[config.mk]
export PLATFORM = sky130hd
export DESIGN_NAME = acq_sequencer_flat
export DESIGN_NICKNAME = d
export VERILOG_FILES = /design/src/rtl/acq_pkg.sv /design/src/rtl/acq_sequencer_if.sv /design/src/rtl/acq_run_timer.sv /design/src/rtl/acq_sequencer.sv /design/src/flat_wrapper.sv
export SDC_FILE = /design/constraint.sdc
export NUM_CORES = 1
export LEC_CHECK = 0
export BUFFER_PORTS_ARGS = -buffer_cell sky130_fd_sc_hd__buf_2
export CORE_MARGIN = 2
export CORE_UTILIZATION = 50
export DETAILED_ROUTE_END_ITERATION = 7
export PLACE_DENSITY = 0.81
export SETUP_SLACK_MARGIN = 0.05
export SLEW_MARGIN = 20
export SYNTH_ARGS = -nofsm -noshare
export SYNTH_HDL_FRONTEND = slang
export SYNTH_HIERARCHICAL = 1
export SYNTH_SLANG_ARGS = --single-unit
[constraint.sdc]
create_clock -name clk -period 3.2 [get_ports clk]
set_input_delay 0.32 -clock clk [delete_from_list [all_inputs] [get_ports clk]]
set_output_delay 0.32 -clock clk [all_outputs]
set_load 0.01 [all_outputs]
[src/rtl/acq_pkg.sv]
// Shared types and widths for the acquisition sequencer slice.
package acq_pkg;

  localparam int ACQ_DATA_W = 47;
  localparam int ACQ_CNT_W  = 32;

  typedef enum logic [1:0] {
    IDLE  = 2'd0,
    ARM   = 2'd1,
    RUN   = 2'd2,
    DRAIN = 2'd3
  } acq_state_t;

endpackage

[src/rtl/acq_sequencer_if.sv]
// Tagger-to-FIFO record path between the sequencer (master) and its environment (slave).
interface acq_sequencer_if
  import acq_pkg::*;
#(
  parameter int DATA_W = ACQ_DATA_W
) ();

  logic              tagger_rdy;
  logic [DATA_W-1:0] tagger_data;
  logic              fifo_full;
  logic              fifo_wr;
  logic [DATA_W-1:0] fifo_wdata;

  modport master (
    input  tagger_rdy,
    input  tagger_data,
    input  fifo_full,
    output fifo_wr,
    output fifo_wdata
  );

  modport slave (
    output tagger_rdy,
    output tagger_data,
    output fifo_full,
    input  fifo_wr,
    input  fifo_wdata
  );

endinterface

[src/rtl/acq_run_timer.sv]
// Run-length timer: latches the duration on load and flags the final RUN cycle.
module acq_run_timer
  import acq_pkg::*;
#(
  parameter int CNT_W = ACQ_CNT_W
) (
  input  logic             clk,
  input  logic             reset_n,
  input  logic             load,
  input  logic             en,
  input  logic [CNT_W-1:0] duration,
  output logic             done
);

  localparam logic [CNT_W-1:0] ONE = CNT_W'(1);

  logic [CNT_W-1:0] dur_q;
  logic [CNT_W-1:0] timer_q;

  always_ff @(posedge clk or negedge reset_n) begin
    if (!reset_n) begin
      dur_q   <= '0;
      timer_q <= '0;
    end else if (load) begin
      dur_q   <= duration;
      timer_q <= '0;
    end else if (en) begin
      timer_q <= timer_q + ONE;
    end
  end

  // A zero duration never terminates; the run then ends only on a stop command.
  assign done = en && (dur_q != '0) && ((timer_q + ONE) == dur_q);

endmodule

[src/rtl/acq_sequencer.sv]
// Acquisition run sequencer: IDLE -> ARM -> RUN -> DRAIN, forwarding tagger records to a FIFO.
// Define ACQ_SEQ_LOST_CNT_EN to count records dropped on a full FIFO; otherwise lost_count is 0.
module acq_sequencer
  import acq_pkg::*;
#(
  parameter int DATA_W       = ACQ_DATA_W,
  parameter int RESET_CYCLES = 2,
  parameter int DRAIN_CYCLES = 4
) (
  input  logic                 clk,
  input  logic                 reset_n,
  input  logic                 cmd_start,
  input  logic                 cmd_stop,
  input  logic [ACQ_CNT_W-1:0] duration,
  acq_sequencer_if.master      io,
  output logic                 operate,
  output logic                 reset_counter,
  output logic                 busy,
  output logic [1:0]           state,
  output logic [ACQ_CNT_W-1:0] record_count,
  output logic [15:0]          lost_count
);

  localparam logic [1:0] ST_IDLE  = IDLE;
  localparam logic [1:0] ST_ARM   = ARM;
  localparam logic [1:0] ST_RUN   = RUN;
  localparam logic [1:0] ST_DRAIN = DRAIN;

  localparam logic [3:0] ARM_LAST   = 4'(RESET_CYCLES - 1);
  localparam logic [3:0] DRAIN_LAST = 4'(DRAIN_CYCLES - 1);

  logic [1:0]           state_q, state_d;
  logic [3:0]           phase_q, phase_d;
  logic                 busy_q, operate_q, rst_cnt_q;
  logic                 fifo_wr_q;
  logic [DATA_W-1:0]    fifo_wdata_q;
  logic [ACQ_CNT_W-1:0] record_q;
  logic                 start_run;
  logic                 timer_done;
  logic                 accept;

  acq_run_timer #(.CNT_W(ACQ_CNT_W)) u_timer (
    .clk      (clk),
    .reset_n  (reset_n),
    .load     (start_run),
    .en       (state_q == ST_RUN),
    .duration (duration),
    .done     (timer_done)
  );

  always_comb begin
    state_d   = state_q;
    phase_d   = phase_q;
    start_run = 1'b0;
    case (state_q)
      ST_IDLE: begin
        if (cmd_start) begin
          state_d   = ST_ARM;
          phase_d   = '0;
          start_run = 1'b1;
        end
      end
      ST_ARM: begin
        if (cmd_stop) begin
          state_d = ST_DRAIN;
          phase_d = '0;
        end else if (phase_q == ARM_LAST) begin
          state_d = ST_RUN;
          phase_d = '0;
        end else begin
          phase_d = phase_q + 4'd1;
        end
      end
      ST_RUN: begin
        if (cmd_stop || timer_done) begin
          state_d = ST_DRAIN;
          phase_d = '0;
        end
      end
      ST_DRAIN: begin
        if (phase_q == DRAIN_LAST) begin
          state_d = ST_IDLE;
          phase_d = '0;
        end else begin
          phase_d = phase_q + 4'd1;
        end
      end
      default: state_d = ST_IDLE;
    endcase
  end

  // Outputs are registered from the next state so they change in step with state_q.
  always_ff @(posedge clk or negedge reset_n) begin
    if (!reset_n) begin
      state_q   <= ST_IDLE;
      phase_q   <= '0;
      busy_q    <= 1'b0;
      operate_q <= 1'b0;
      rst_cnt_q <= 1'b0;
    end else begin
      state_q   <= state_d;
      phase_q   <= phase_d;
      busy_q    <= (state_d != ST_IDLE);
      operate_q <= (state_d == ST_RUN);
      rst_cnt_q <= (state_d == ST_ARM);
    end
  end

  assign accept = io.tagger_rdy && ((state_q == ST_RUN) || (state_q == ST_DRAIN));

  always_ff @(posedge clk or negedge reset_n) begin
    if (!reset_n) begin
      fifo_wr_q    <= 1'b0;
      fifo_wdata_q <= '0;
      record_q     <= '0;
    end else begin
      fifo_wr_q <= accept && !io.fifo_full;
      if (accept && !io.fifo_full) begin
        fifo_wdata_q <= io.tagger_data;
        record_q     <= record_q + ACQ_CNT_W'(1);
      end else if (start_run) begin
        record_q <= '0;
      end
    end
  end

`ifdef ACQ_SEQ_LOST_CNT_EN
  logic [15:0] lost_q;

  always_ff @(posedge clk or negedge reset_n) begin
    if (!reset_n) begin
      lost_q <= '0;
    end else if (start_run) begin
      lost_q <= '0;
    end else if (accept && io.fifo_full && (lost_q != 16'hFFFF)) begin
      lost_q <= lost_q + 16'd1;
    end
  end

  assign lost_count = lost_q;
`else
  assign lost_count = '0;
`endif

  assign io.fifo_wr     = fifo_wr_q;
  assign io.fifo_wdata  = fifo_wdata_q;
  assign operate        = operate_q;
  assign reset_counter  = rst_cnt_q;
  assign busy           = busy_q;
  assign state          = state_q;
  assign record_count   = record_q;

endmodule

[src/flat_wrapper.sv]
// flat-port wrapper written by rule: the top's interface ports become plain ports
module acq_sequencer_flat import acq_pkg::*;
#(
  parameter int DATA_W       = ACQ_DATA_W,
  parameter int RESET_CYCLES = 2,
  parameter int DRAIN_CYCLES = 4
)
  (clk, reset_n, cmd_start, cmd_stop, duration, operate, reset_counter, busy, state, record_count, lost_count, io_tagger_rdy, io_tagger_data, io_fifo_full, io_fifo_wr, io_fifo_wdata);
  acq_sequencer_if #(.DATA_W(DATA_W)) io_i ();
  input  logic clk;
  input  logic reset_n;
  input  logic cmd_start;
  input  logic cmd_stop;
  input  logic [ACQ_CNT_W-1:0] duration;
  output logic operate;
  output logic reset_counter;
  output logic busy;
  output logic [1:0] state;
  output logic [ACQ_CNT_W-1:0] record_count;
  output logic [15:0] lost_count;
  input wire logic [$bits(io_i.tagger_rdy)-1:0] io_tagger_rdy;
  input wire logic [$bits(io_i.tagger_data)-1:0] io_tagger_data;
  input wire logic [$bits(io_i.fifo_full)-1:0] io_fifo_full;
  output wire logic [$bits(io_i.fifo_wr)-1:0] io_fifo_wr;
  output wire logic [$bits(io_i.fifo_wdata)-1:0] io_fifo_wdata;
  assign io_i.tagger_rdy = io_tagger_rdy;
  assign io_i.tagger_data = io_tagger_data;
  assign io_i.fifo_full = io_fifo_full;
  assign io_fifo_wr = io_i.fifo_wr;
  assign io_fifo_wdata = io_i.fifo_wdata;
  acq_sequencer #(.DATA_W(DATA_W), .RESET_CYCLES(RESET_CYCLES), .DRAIN_CYCLES(DRAIN_CYCLES)) u_core (.clk(clk), .reset_n(reset_n), .cmd_start(cmd_start), .cmd_stop(cmd_stop), .duration(duration), .io(io_i), .operate(operate), .reset_counter(reset_counter), .busy(busy), .state(state), .record_count(record_count), .lost_count(lost_count));
endmodule
; ---- Word level (Yosys, flattened, before mapping)
; Cells that the tools add are included.
[totals]
ff_bits = 153
latchBits = 0
ram_bits = 0
mem_bits_ro = 0
inputBits = 85
out_inout_bits = 101
elab_cells = 54
mem_count = 0
[op_classes]
n_addsub = 3
multipliers = 0
div = 0
magnitude_cmp = 0
eq_ne = 10
shift = 0
mux = 18
bitwise_logic = 0
n_reduce_logical = 13
[ops]
columns = op, n
row1 = $mux W32, 4
row2 = $add A32 B1 Y32 const B, 2
row3 = $eq A32 B32 Y1, 1
row4 = $reduce_bool A32 Y1, 1
row5 = $mux W4, 5
row6 = $pmux W4 S4, 1
row7 = $mux W2, 5
row8 = $pmux W2 S4, 1
row9 = $eq A2 B2 Y1 const B, 3
row10 = $reduce_bool A2 Y1, 3
row11 = $add A4 B1 Y4 const B, 1
row12 = $eq A2 B1 Y1 const B, 2
row13 = $eq A4 B1 Y1 const B, 1
row14 = $eq A4 B2 Y1 const B, 1
row15 = $logic_and A1 B1 Y1, 4
row16 = $logic_not A2 Y1, 1
row17 = $logic_or A1 B1 Y1, 2
row18 = $mux W1, 2
row19 = $ne A2 B1 Y1 const B, 1
row20 = $ne A2 B2 Y1 const B, 1
row21 = $reduce_and A2 Y1, 1
row22 = $logic_not A1 Y1, 1

; ---- Logic depth before layout (Yosys ltp)
[depth]
ltp_word = 7
ltp_mapped = 13
ltp_nobuf = 12

; ---- Cells and area by module
; Netlist, hierarchy kept.
[by_module_without_submodules]
columns = module, n_inst, cells_per_inst, area_per_inst_um2, seq_area_each_um2
row1 = acq_sequencer, 1, 432, 4000.1, 2227.1
row2 = acq_run_timer, 1, 397, 3839.9, 1601.5

; ---- Worst setup path before layout
; No wires, ideal clock.
[synth_timing]
path_kind = register -> register
from = register u_core.u_timer.timer_q[0]
to = register u_core.phase_q[2]
setup_time_ns = 0.118
arrival_ns = 2.781
required_ns = 3.082
slack_ns = 0.301
stages_incl_launch_ff = 12
n_path_buf = 0
period_less_slack_ns = 2.899
path_cell_list = dfrtp_1 ha_1 nand3_1 nor4_2 nand3_1 a221o_1 nor4_1 and4bb_1 nor3b_1 o21a_1 o21bai_1 a21o_1
[synth_via]
elab_chain_cells = 6
[synth_lines]
columns = element, line_no
row1 = "start, declared", acq_run_timer.sv:18  ; logic [CNT_W-1:0] timer_q;
row2 = "start signal, assigned", acq_run_timer.sv:28  ; timer_q <= timer_q + ONE;
row3 = $add A32 B1 Y32, acq_run_timer.sv:33  ; assign done = en && (dur_q != '0) && ((timer_q + ONE) == dur_q);
row4 = $eq A32 B32 Y1, acq_run_timer.sv:33
row5 = $logic_and A1 B1 Y1, acq_run_timer.sv:33
row6 = via u_core.timer_done, acq_sequencer.sv:39  ; logic timer_done;
row7 = $logic_or A1 B1 Y1, acq_sequencer.sv:75  ; if (cmd_stop || timer_done) begin
row8 = $ne A2 B1 Y1 (no line), n/a
row9 = $reduce_and A2 Y1 (no line), n/a
row10 = "end signal, assigned", acq_sequencer.sv:102  ; phase_q <= phase_d;
row11 = "end, declared", acq_sequencer.sv:33  ; logic [3:0] phase_q, phase_d;
; The timed path passes the listed nets, and every way through them passes these cells.
; A chain may end at the register's enable or synchronous reset.

; ---- Final worst setup path
[layout_timing]
from = register u_core.u_timer.timer_q[7]
to = register u_core.phase_q[2]
; Same word-level chain as after synthesis.

==> results.md <==
* Rows at 45
* Non-Filler Instances at 1221
* Critical path type: reg2reg
* Drt drc at 0
* Final Skew at 9.05 ps
* Worst min-delay path class: in2reg
* Max Freq at 336 MHz
* Antenna Cells at 0
* Die X at 129 um
* Reg2reg end: u_core/phase_q[2]
* Largest net degree at the start of global routing at 71
* Worst setup EP type: flop
* Reg clk slew, reported paths at 60 ps
* Pwr dens at 842 nW/um2
* Largest family of logic cells by synthesized area: simple AND/OR/NAND/NOR gates
* Hold path startpoint: io_tagger_data[36]
* Synth Area in Compound Gates at 0.0575
* Area grow syn2layout at 22.2%
* Syn. warnings at 6
* Dpl hpwl at 13100 um
* Die height at 129 um
* Top-area cell type share of the netlist area at 0.488
* Lkg Pwr at 4.70 nW
* Critical path fanouts, max at 8
* CTS Buf Count at 17
* Data required time of the worst path at 3510 ps
* Unrepaired setup endpoints after global routing: no
* Worst IR drop on VDD at 0.506 mV
* Share of cells above drive strength 1 at 0.276
* Slew @ Worst Pin at 730 ps
* GPL Wtd Cong at 0.907
* Post-synth EDFFs at 0
* Vias in the first global route at 6133
* Buffers on Ports at 169
* Initial antenna violation count at 0
* CTS root buf: clkbuf_16
* R2r setup slk at 220 ps
* Hold depth at 3
* GRT Util Overall at 0.222
* Cells after synthesis at 829
* DRT Pass-1 Iters at 5
* Clock Path Buffers at 2
* Total gr overflow at 0
* I/O pin total at 186
* Fin crit share at 0.931
* Max_slew headroom at 0.509
* Flops & latches, synth at 153
* Distinct cells, synth at 63
* Nets@finish at 1087
* Mean Syn Cell Area at 9.46 um2
* Clock latency on the worst-skew pair at 420 ps
* Simple-gate area share of the yosys netlist at 0.250
* Synth Flop Type: dfrtp_1
* Worst r2r src: u_core/u_timer/timer_q[7]
* Setup violators final at 0
* Die area at 16700 um2
* Post-synth ARST share at 1.00
* Register area share after synthesis at 0.488
* Post-DR wirelength/cell at 15.1 um
* Largest cells by area after synthesis: dfrtp_1 (49%), nand2_1 (9.7%), mux2_2 (4.6%)
* Post-synthesis xor/xnor area fraction at 0.0793
* Final wirelength at 18500 um
* Adder-cell share of the synthesized area at 0.00638
* Global-route wire length before repair at 29800 um
* Tmin final at 2980 ps
* Worst EP arrival at 3290 ps
* Biggest area consumer among synthesized cells: dfrtp_1
* 1st-iter DRT viols at 650
* Outcome: finished clean
* Final Hold Violating Endpoints at 0
* Max Cap Viol at 0
* H-tree levels at 4
* Mux share of post-synthesis cell area at 0.0729
* Multi-input logic area at 3750 um2
* Detail Route Antenna Nets at 0
* Via density at 5.34
* Max Slew Vio Count at 0
* Post-route setup TNS at 0 ps
* Hold Path Sink: u_core/io.fifo_wdata[36]
* Sink Count at 153
* Reg area at 3830 um2
* Synthesized area at 7840 um2
* Initial core utilization at 0.514
* Crit start category: flop
* CTS tree: yes
* Total number of vias at 6522
* FILL cells at 1248
* Placed cell count at 1189
* Cells on worst reg2reg path at 11
* Core area at 15300 um2
## cells in the mapped netlist, types with 3 or more instances
library cell  count
and2_1            3
o21ai_1           9
buf_2            12
nor3_2            3
nor4_2            4
xnor2_1          41
nand2b_1          3
nand3_1          34
o31ai_1           5
nand3b_1          5
ha_1              4
nor2_1           56
xor2_1           30
or3_1             3
or4_1             3
and4_1            5
a21oi_1           7
and3_1           15
buf_4            18
nor3_1            8
clkbuf_1         24
buf_1             4
inv_1            12
o211ai_1          4
nor3b_1           4
dfrtp_1         153
o21ai_0          16
nor4_1           16
mux2i_1          20
nand4_1          31
nand2_1         203
mux2_2           32
## timing repair
item,4_1_cts,5_1_grt
setup endpoints to repair,0,7
hold endpoints to repair,68,0
buffers inserted,0,0
resized for setup,0,12
hold buffers,1,0
## registers in the layout, indices dropped and copies added (netlist names)
signal	count
u_core/busy	1
u_core/u_timer/dur_q	32
u_core/io.fifo_wdata	47
u_core/operate	1
u_core/record_count	32
u_core/phase_q	4
u_core/u_timer/timer_q	32
u_core/state	2
u_core/io.fifo_wr	1
u_core/reset_counter	1
## logic make-up after synthesis
| kind of cell | Yosys count |
|---|---|
| xor+xnor | 71 |
| fa+ha+maj | 4 |
| other cells | 1 |
| simple gates | 408 |
| buf+inv | 72 |
| flops | 153 |
| compound gates | 67 |
| mux | 53 |
## worst max path at each step
stage / startpoint / end / slack (ps) / depth (start not counted)
4_1_cts: u_core/u_timer/timer_q[1] / u_core/phase_q[2] / 90 / 12
5_1_grt: u_core/u_timer/timer_q[0] / u_core/phase_q[2] / 60 / 12
2_1_floorplan: u_core/u_timer/timer_q[0] / u_core/phase_q[2] / 300 / 11
6_report: u_core/u_timer/timer_q[7] / u_core/phase_q[2] / 220 / 11
3_3_place_gp: u_core/u_timer/timer_q[1] / u_core/phase_q[2] / 210 / 12
3_5_place_dp: u_core/u_timer/timer_q[1] / u_core/phase_q[2] / 100 / 12
## layout make-up
class                   instances  area share
flip-flops and latches        153       0.400
multi-input cells             619       0.392
repair buffers                193       0.111
clock buffers                  22      0.0474
well taps                     211      0.0276
clock inverters                 9      0.0170
inverters                      14     0.00549
## layer usage
layer	GRT usage	wire, um	up-vias
li1	-	-	3145
met1	0.308	8220	3146
met2	0.347	8960	196
met3	0.0392	753	35
met4	0.0953	525	0
met5	0	0	-
## power by group
group | internal, mW | switching, mW | total, mW
combinational | 1.27 | 1.36 | 2.64
sequential | 2.60 | 0.723 | 3.32
clock | 1.33 | 0.775 | 2.11
## layout by cell type, fill, tap and decap left out, drive strengths merged, types with 5 or more instances in the layout
master and count:
nand3 34, conb 16, nor3 11, nor2 56
dfrtp 153, mux2i 20, o21ai 25, xor2 30
nand4 33, xnor2 41, buf 192, clkbuf 22
o31ai 5, nand2 203, mux2 33, nand3b 5
and3 15, and4 5, or4 5, nor4 20
a21oi 7, inv 17
## worst max-delay path: stages, from the launching register on
cell	delay, ps
dfrtp_1	440
nand4_4	200
or4_4	620
nor3_2	180
o21ai_1	100
a22o_1	210
a2111oi_2	200
and4bb_1	290
nor3b_1	80
o21a_1	220
o21bai_1	170
a21o_1	170
## metrics by stage
stage	total power, mW	util	hold WS (ps)	area [um2]	setup slack, ps
floorplan	5.03	-	24.4	7900	301
global placement	5.83	0.584	372	8910	214
detailed placement	5.91	0.584	369	8910	101
CTS	8.06	0.625	69.4	9540	90.2
global route	8.60	0.628	78.3	9580	60.3
finish	8.07	0.628	86.4	9580	219
(Power assumes the default switching activity.)
